$ cat config.mk
export PLATFORM = sky130hd
export DESIGN_NAME = serial_add_ctrl_flat
export DESIGN_NICKNAME = d
export VERILOG_FILES = /design/src/rtl/serial_add_ctrl_pkg.sv /design/src/rtl/serial_add_ctrl_if.sv /design/src/rtl/serial_add_ctrl_fa_cell.sv /design/src/rtl/serial_add_ctrl.sv /design/src/flat_wrapper.sv
export SDC_FILE = /design/constraint.sdc
export NUM_CORES = 1
export LEC_CHECK = 0
export CAP_MARGIN = 20
export CELL_PAD_IN_SITES_DETAIL_PLACEMENT = 0
export CELL_PAD_IN_SITES_GLOBAL_PLACEMENT = 1
export CORE_MARGIN = 2
export CORE_UTILIZATION = 40
export CTS_BUF_LIST = sky130_fd_sc_hd__clkbuf_4 sky130_fd_sc_hd__clkbuf_8 sky130_fd_sc_hd__clkbuf_16
export CTS_CLUSTER_SIZE = 25
export DETAILED_ROUTE_END_ITERATION = 10
export GPL_TIMING_DRIVEN = 0
export PLACE_DENSITY = 0.75
export SLEW_MARGIN = 20
export SYNTH_ARGS = -nofsm -noshare
export SYNTH_HDL_FRONTEND = slang
export SYNTH_SLANG_ARGS = --single-unit
$ cat constraint.sdc
create_clock -name clk -period 4.2 [get_ports clk]
set_input_delay 0.42 -clock clk [delete_from_list [all_inputs] [get_ports clk]]
set_output_delay 0.42 -clock clk [all_outputs]
set_load 0.01 [all_outputs]
$ cat src/rtl/serial_add_ctrl_pkg.sv
// Shared types and constants for the bit-serial adder controller.
package serial_add_pkg;

    typedef enum logic [1:0] {
        IDLE = 2'd0,
        RUN  = 2'd1,
        DONE = 2'd2
    } state_t;

    localparam int WIDTH_DEF = 8;
    localparam int WIDTH_MIN = 2;
    localparam int WIDTH_MAX = 32;

    function automatic bit width_ok(input int w);
        return (w >= WIDTH_MIN) && (w <= WIDTH_MAX);
    endfunction

endpackage

$ cat src/rtl/serial_add_ctrl_if.sv
// Operand/result handshake bundle for serial_add_ctrl.
// The sub signal exists only when SERIAL_ADD_CTRL_SUB_EN is defined.
interface serial_add_ctrl_if
    import serial_add_pkg::*;
#(
    parameter int WIDTH = WIDTH_DEF
);
    logic             in_valid;
    logic             in_ready;
    logic [WIDTH-1:0] a;
    logic [WIDTH-1:0] b;
`ifdef SERIAL_ADD_CTRL_SUB_EN
    logic             sub;
`endif
    logic             out_valid;
    logic             out_ready;
    logic [WIDTH-1:0] sum;
    logic             cout;
    logic             busy;

    modport slave (
`ifdef SERIAL_ADD_CTRL_SUB_EN
        input  sub,
`endif
        input  in_valid, a, b, out_ready,
        output in_ready, out_valid, sum, cout, busy
    );

    modport master (
`ifdef SERIAL_ADD_CTRL_SUB_EN
        output sub,
`endif
        output in_valid, a, b, out_ready,
        input  in_ready, out_valid, sum, cout, busy
    );

endinterface

$ cat src/rtl/serial_add_ctrl_fa_cell.sv
// Combinational 1-bit full adder built from two half-adder stages and an OR.
module fa_cell (
    input  logic a_i,
    input  logic b_i,
    input  logic cin_i,
    output logic s_o,
    output logic co_o
);
    logic ha0_s, ha0_c, ha1_c;

    assign ha0_s = a_i ^ b_i;
    assign ha0_c = a_i & b_i;
    assign s_o   = ha0_s ^ cin_i;
    assign ha1_c = ha0_s & cin_i;
    assign co_o  = ha0_c | ha1_c;

endmodule

$ cat src/rtl/serial_add_ctrl.sv
// Bit-serial adder controller: one shared fa_cell, one bit per clock, LSB first.
// Define SERIAL_ADD_CTRL_SUB_EN to add the sub input (a - b via ~b and carry-in 1).
module serial_add_ctrl
    import serial_add_pkg::*;
#(
    parameter int WIDTH = WIDTH_DEF
) (
    input  logic              clk,
    input  logic              rst_n,
    serial_add_ctrl_if.slave  bus
);
    localparam int CNT_W = $clog2(WIDTH);

    generate
        if (!width_ok(WIDTH)) begin : g_bad_width
            $error("serial_add_ctrl: WIDTH out of range 2..32");
        end
    endgenerate

    state_t           state_q, state_d;
    logic [WIDTH-1:0] a_sh_q, a_sh_d;
    logic [WIDTH-1:0] b_sh_q, b_sh_d;
    logic [WIDTH-1:0] sum_sh_q, sum_sh_d;
    logic [WIDTH-1:0] sum_q, sum_d;
    logic             carry_q, carry_d;
    logic             cout_q, cout_d;
    logic [CNT_W-1:0] cnt_q, cnt_d;
    logic             fa_s, fa_co;
    logic             ld_sub;

`ifdef SERIAL_ADD_CTRL_SUB_EN
    assign ld_sub = bus.sub;
`else
    assign ld_sub = 1'b0;
`endif

    fa_cell u_fa (
        .a_i   (a_sh_q[0]),
        .b_i   (b_sh_q[0]),
        .cin_i (carry_q),
        .s_o   (fa_s),
        .co_o  (fa_co)
    );

    always_comb begin
        state_d  = state_q;
        a_sh_d   = a_sh_q;
        b_sh_d   = b_sh_q;
        sum_sh_d = sum_sh_q;
        sum_d    = sum_q;
        carry_d  = carry_q;
        cout_d   = cout_q;
        cnt_d    = cnt_q;
        case (state_q)
            IDLE: begin
                if (bus.in_valid) begin
                    a_sh_d  = bus.a;
                    // Subtraction is a + ~b + 1: invert b and preload the carry.
                    b_sh_d  = ld_sub ? ~bus.b : bus.b;
                    carry_d = ld_sub;
                    cnt_d   = '0;
                    state_d = RUN;
                end
            end
            RUN: begin
                sum_sh_d = {fa_s, sum_sh_q[WIDTH-1:1]};
                a_sh_d   = a_sh_q >> 1;
                b_sh_d   = b_sh_q >> 1;
                carry_d  = fa_co;
                cnt_d    = cnt_q + 1'b1;
                if (cnt_q == CNT_W'(WIDTH - 1)) begin
                    sum_d   = {fa_s, sum_sh_q[WIDTH-1:1]};
                    cout_d  = fa_co;
                    state_d = DONE;
                end
            end
            DONE: begin
                if (bus.out_ready) begin
                    state_d = IDLE;
                end
            end
            default: state_d = IDLE;
        endcase
    end

    always_ff @(posedge clk or negedge rst_n) begin
        if (!rst_n) begin
            state_q  <= IDLE;
            a_sh_q   <= '0;
            b_sh_q   <= '0;
            sum_sh_q <= '0;
            sum_q    <= '0;
            carry_q  <= 1'b0;
            cout_q   <= 1'b0;
            cnt_q    <= '0;
        end else begin
            state_q  <= state_d;
            a_sh_q   <= a_sh_d;
            b_sh_q   <= b_sh_d;
            sum_sh_q <= sum_sh_d;
            sum_q    <= sum_d;
            carry_q  <= carry_d;
            cout_q   <= cout_d;
            cnt_q    <= cnt_d;
        end
    end

    assign bus.in_ready  = (state_q == IDLE);
    assign bus.busy      = (state_q == RUN);
    assign bus.out_valid = (state_q == DONE);
    assign bus.sum       = sum_q;
    assign bus.cout      = cout_q;

endmodule

$ cat src/flat_wrapper.sv
// flat-port wrapper written by rule: the top's interface ports become plain ports
module serial_add_ctrl_flat import serial_add_pkg::*;
#(
    parameter int WIDTH = WIDTH_DEF
)
  (clk, rst_n, bus_in_valid, bus_a, bus_b, bus_out_ready, bus_in_ready, bus_out_valid, bus_sum, bus_cout, bus_busy);
  serial_add_ctrl_if #(.WIDTH(WIDTH)) bus_i ();
  input  logic clk;
  input  logic rst_n;
  input wire logic [$bits(bus_i.in_valid)-1:0] bus_in_valid;
  input wire logic [$bits(bus_i.a)-1:0] bus_a;
  input wire logic [$bits(bus_i.b)-1:0] bus_b;
  input wire logic [$bits(bus_i.out_ready)-1:0] bus_out_ready;
  output wire logic [$bits(bus_i.in_ready)-1:0] bus_in_ready;
  output wire logic [$bits(bus_i.out_valid)-1:0] bus_out_valid;
  output wire logic [$bits(bus_i.sum)-1:0] bus_sum;
  output wire logic [$bits(bus_i.cout)-1:0] bus_cout;
  output wire logic [$bits(bus_i.busy)-1:0] bus_busy;
  assign bus_i.in_valid = bus_in_valid;
  assign bus_i.a = bus_a;
  assign bus_i.b = bus_b;
  assign bus_i.out_ready = bus_out_ready;
  assign bus_in_ready = bus_i.in_ready;
  assign bus_out_valid = bus_i.out_valid;
  assign bus_sum = bus_i.sum;
  assign bus_cout = bus_i.cout;
  assign bus_busy = bus_i.busy;
  serial_add_ctrl #(.WIDTH(WIDTH)) u_core (.clk(clk), .rst_n(rst_n), .bus(bus_i));
endmodule
==> flow_summary.ini <==
[status]
outcome = completed

[floorplan]
num_rows = 23
io_pins = 32
start_util_pct = 41.9
die_x_um = 69.0
coreArea_um2 = 4030
die_h_um = 69.0
dieArea_um2 = 4760

[synth]
synth_flop_cell = dfrtp_1
syn_nets = 149
synth_seq_cells = 38
synth_area_um2 = 1690
yosys.area.top_type = dfrtp_1
synth_edf_count = 0
synthArstFlopShare_pct = 100
synth_area_leaders = dfrtp_1 56%, mux2_2 11%, o221a_2 3.3%
ys_warn_count = 0
avgSynthCellArea_um2 = 13.4
synth_top_area_share_pct = 56.3
synth_seq_area_share_pct = 56.3
synth_cells = 126
synth_cell_type_count = 29

[layout]
post-route-util_pct = 54.6
fin_nets = 188
diodes = 0
area_growth_pct = 30.1
fill_cells = 341
layout-drive-gt1-share_pct = 23.5

[worst_setup_path]
critPathCaptureType = primary output
crit_type = reg2out
cp.buffers_inverters = 2
path_delay_family = buffers and inverters
crit_chain = buf_4 -> nor2_1 -> clkdlybuf4s50_1
crit_arrival_ns = 1.88
start_kind = flop
cp_max_fo = 10
critPathRequiredTime_ns = 3.78
slowest_delay_ns = 0.62
critical-path-slowest-cell = clkdlybuf4s50_1

[clock_network]
cts_made_buffers = 5
cts_buffer_depth = 2
cts_tree = done
cts-root-buf = clkbuf_8
clkSlewWorstSetupHoldPaths_ns = 0.08
ctsResizeCount = 0
clock_sinks = 38
ctsHoldBuffers = 0
postCtsSetupBuffers = 0
clk_latency_ns = 0.29
ctsHtreeMaxLevel = 2

[route]
dr_total_vias = 1150
avgViaCountPerCell = 5.32
wirelength_mm = 3.49
drtIter0Drc = 67
firstDrtPassIters = 4
drc = 0
wire_per_inst_um = 16.1
postRouteAntennaNets = 0

[timing]
fmax_ghz = 0.435
skew_ns = 0.00554
slew_violations = 0
fin_tns_setup_ns = 0
period_needed_ns = 2.30
slew_headroom_pct = 68.4
tightest_slew_ns = 0.473
fin_crit_sh_pct = 54.7
setup_viol = 0
rsz0062_at_grt = no
finalHoldViolCount = 0

[global_route]
grt.met3_usage_pct = 4.87
met1_usage_pct = 23.4
grt.total_usage_pct = 17.3
grt_overflow = 0
grt_pass1_wl_mm = 5.88
top_usage_layer = met2
grt_start_max_net_pins = 23
grt_util_met2_pct = 27.4
grt_pass1_vias = 1167
antenna_found_initial = 0

[job]
drv_cap = 0

[placement]
dp_hpwl_mm = 2.49
numPortBuffers = 31
gp_congestion = 0.749

[worst_hold_path]
hp-class = in2async

[power]
p_leak_uw = 0.000928
vdd_drop_max_mv = 0.241
finalPower_uw = 1610
pwr_density_cell_nw_per_um2 = 731
-- sequential cells by signal, indices dropped and copies added (netlist names) --
register and count:
u_core.bus.cout 1, u_core.sum_sh_q 7, u_core.carry_q 1, u_core.b_sh_q 8, u_core.cnt_q 3, u_core.a_sh_q 8, u_core.state_q 2, u_core.bus.sum 8
-- per-layer routing --
layer	routed length, µm	part of all wire (%)	vias up
met1	1660	48	563
li1	-	-	549
met5	0	0	-
met4	28	0.80	0
met2	1620	46	32
met3	171	4.9	6
-- logic make-up after synthesis --
| group | Yosys count | synth area share (%) |
|---|---|---|
| AOI/OAI and AO/OA | 23 | 12.1 |
| muxes | 17 | 11.3 |
| DFF | 38 | 56.3 |
| and+or+nand+nor | 26 | 12.1 |
| adders and majority gates | 3 | 2.67 |
| buffers and inverters | 19 | 5.56 |
-- final timing paths --
kind,startpoint,endpoint,slack (ns),cells past startpoint
setup / recovery,u_core.state_q[1],bus_in_ready,1.90,3
hold / removal,rst_n,u_core.bus.sum[7],0.06,1
setup reg to reg,u_core.cnt_q[0],u_core.bus.cout,2.57,5
hold reg to reg,u_core.sum_sh_q[1],u_core.sum_sh_q[1],0.50,1
max in group asynchronous,rst_n,u_core.b_sh_q[5],3.68,2
min in group clk,u_core.sum_sh_q[1],u_core.sum_sh_q[1],0.50,1
-- report_power, final --
part	total (µW)	internal (µW)	leakage (µW)	switching, µW
sequential	648	546	0.000453	102
clock	310	177	0.0000504	133
combinational	650	376	0.000424	274
-- layout make-up --
| class | count | area (µm²) | area share, % |
|---|---|---|---|
| inverter | 11 | 41.3 | 1.88 |
| multi-input combinational | 69 | 644 | 29.3 |
| sequential | 38 | 951 | 43.3 |
| clock buffer | 5 | 68.8 | 3.13 |
| tap | 50 | 62.6 | 2.85 |
| clock inverter | 3 | 45.0 | 2.05 |
| timing repair buffer | 32 | 333 | 15.1 |
| buffer | 8 | 52.6 | 2.39 |
-- per-stage QoR --
step / hold slack, ns / instances / area (µm²) / worst slack, ns
2_1_floorplan: 0.124 / 126 / 1690 / 2.73
3_3_place_gp: 0.480 / 207 / 2060 / 1.88
3_5_place_dp: 0.390 / 208 / 2080 / 2.21
4_1_cts: 0.0725 / 216 / 2200 / 1.90
5_1_grt: 0.0850 / 216 / 2200 / 1.85
6_report: 0.0639 / 216 / 2200 / 1.90
-- layout by cell type (no fill, tap or decap), drive strengths merged --
master / count
a211oi: 6
a21oi: 1
a221o: 1
a222oi: 3
a22o: 3
a32o: 1
and2: 1
buf: 8
bufinv: 1
clkbuf: 7
clkdlybuf4s50: 30
clkinvlp: 2
dfrtp: 38
fa: 1
ha: 2
inv: 11
mux2: 16
mux2i: 1
nand2b: 2
nand3b: 1
nor2: 1
nor2b: 3
nor3b: 7
nor4b: 6
o21ai: 1
o21ba: 1
o21bai: 1
o221a: 5
or4b: 5
-- synth_stat cells (2+ instances only) --
library cell,n
dfrtp_1,38
mux2_2,16
inv_1,10
nor3b_1,7
a211oi_1,6
nor4b_1,6
o221a_2,5
or4b_1,5
a222oi_1,3
a22o_1,3
buf_2,3
nor2b_1,3
buf_6,2
clkbuf_1,2
ha_1,2
nand2b_1,2
Note: power is estimated with default switching activity, not from simulation.
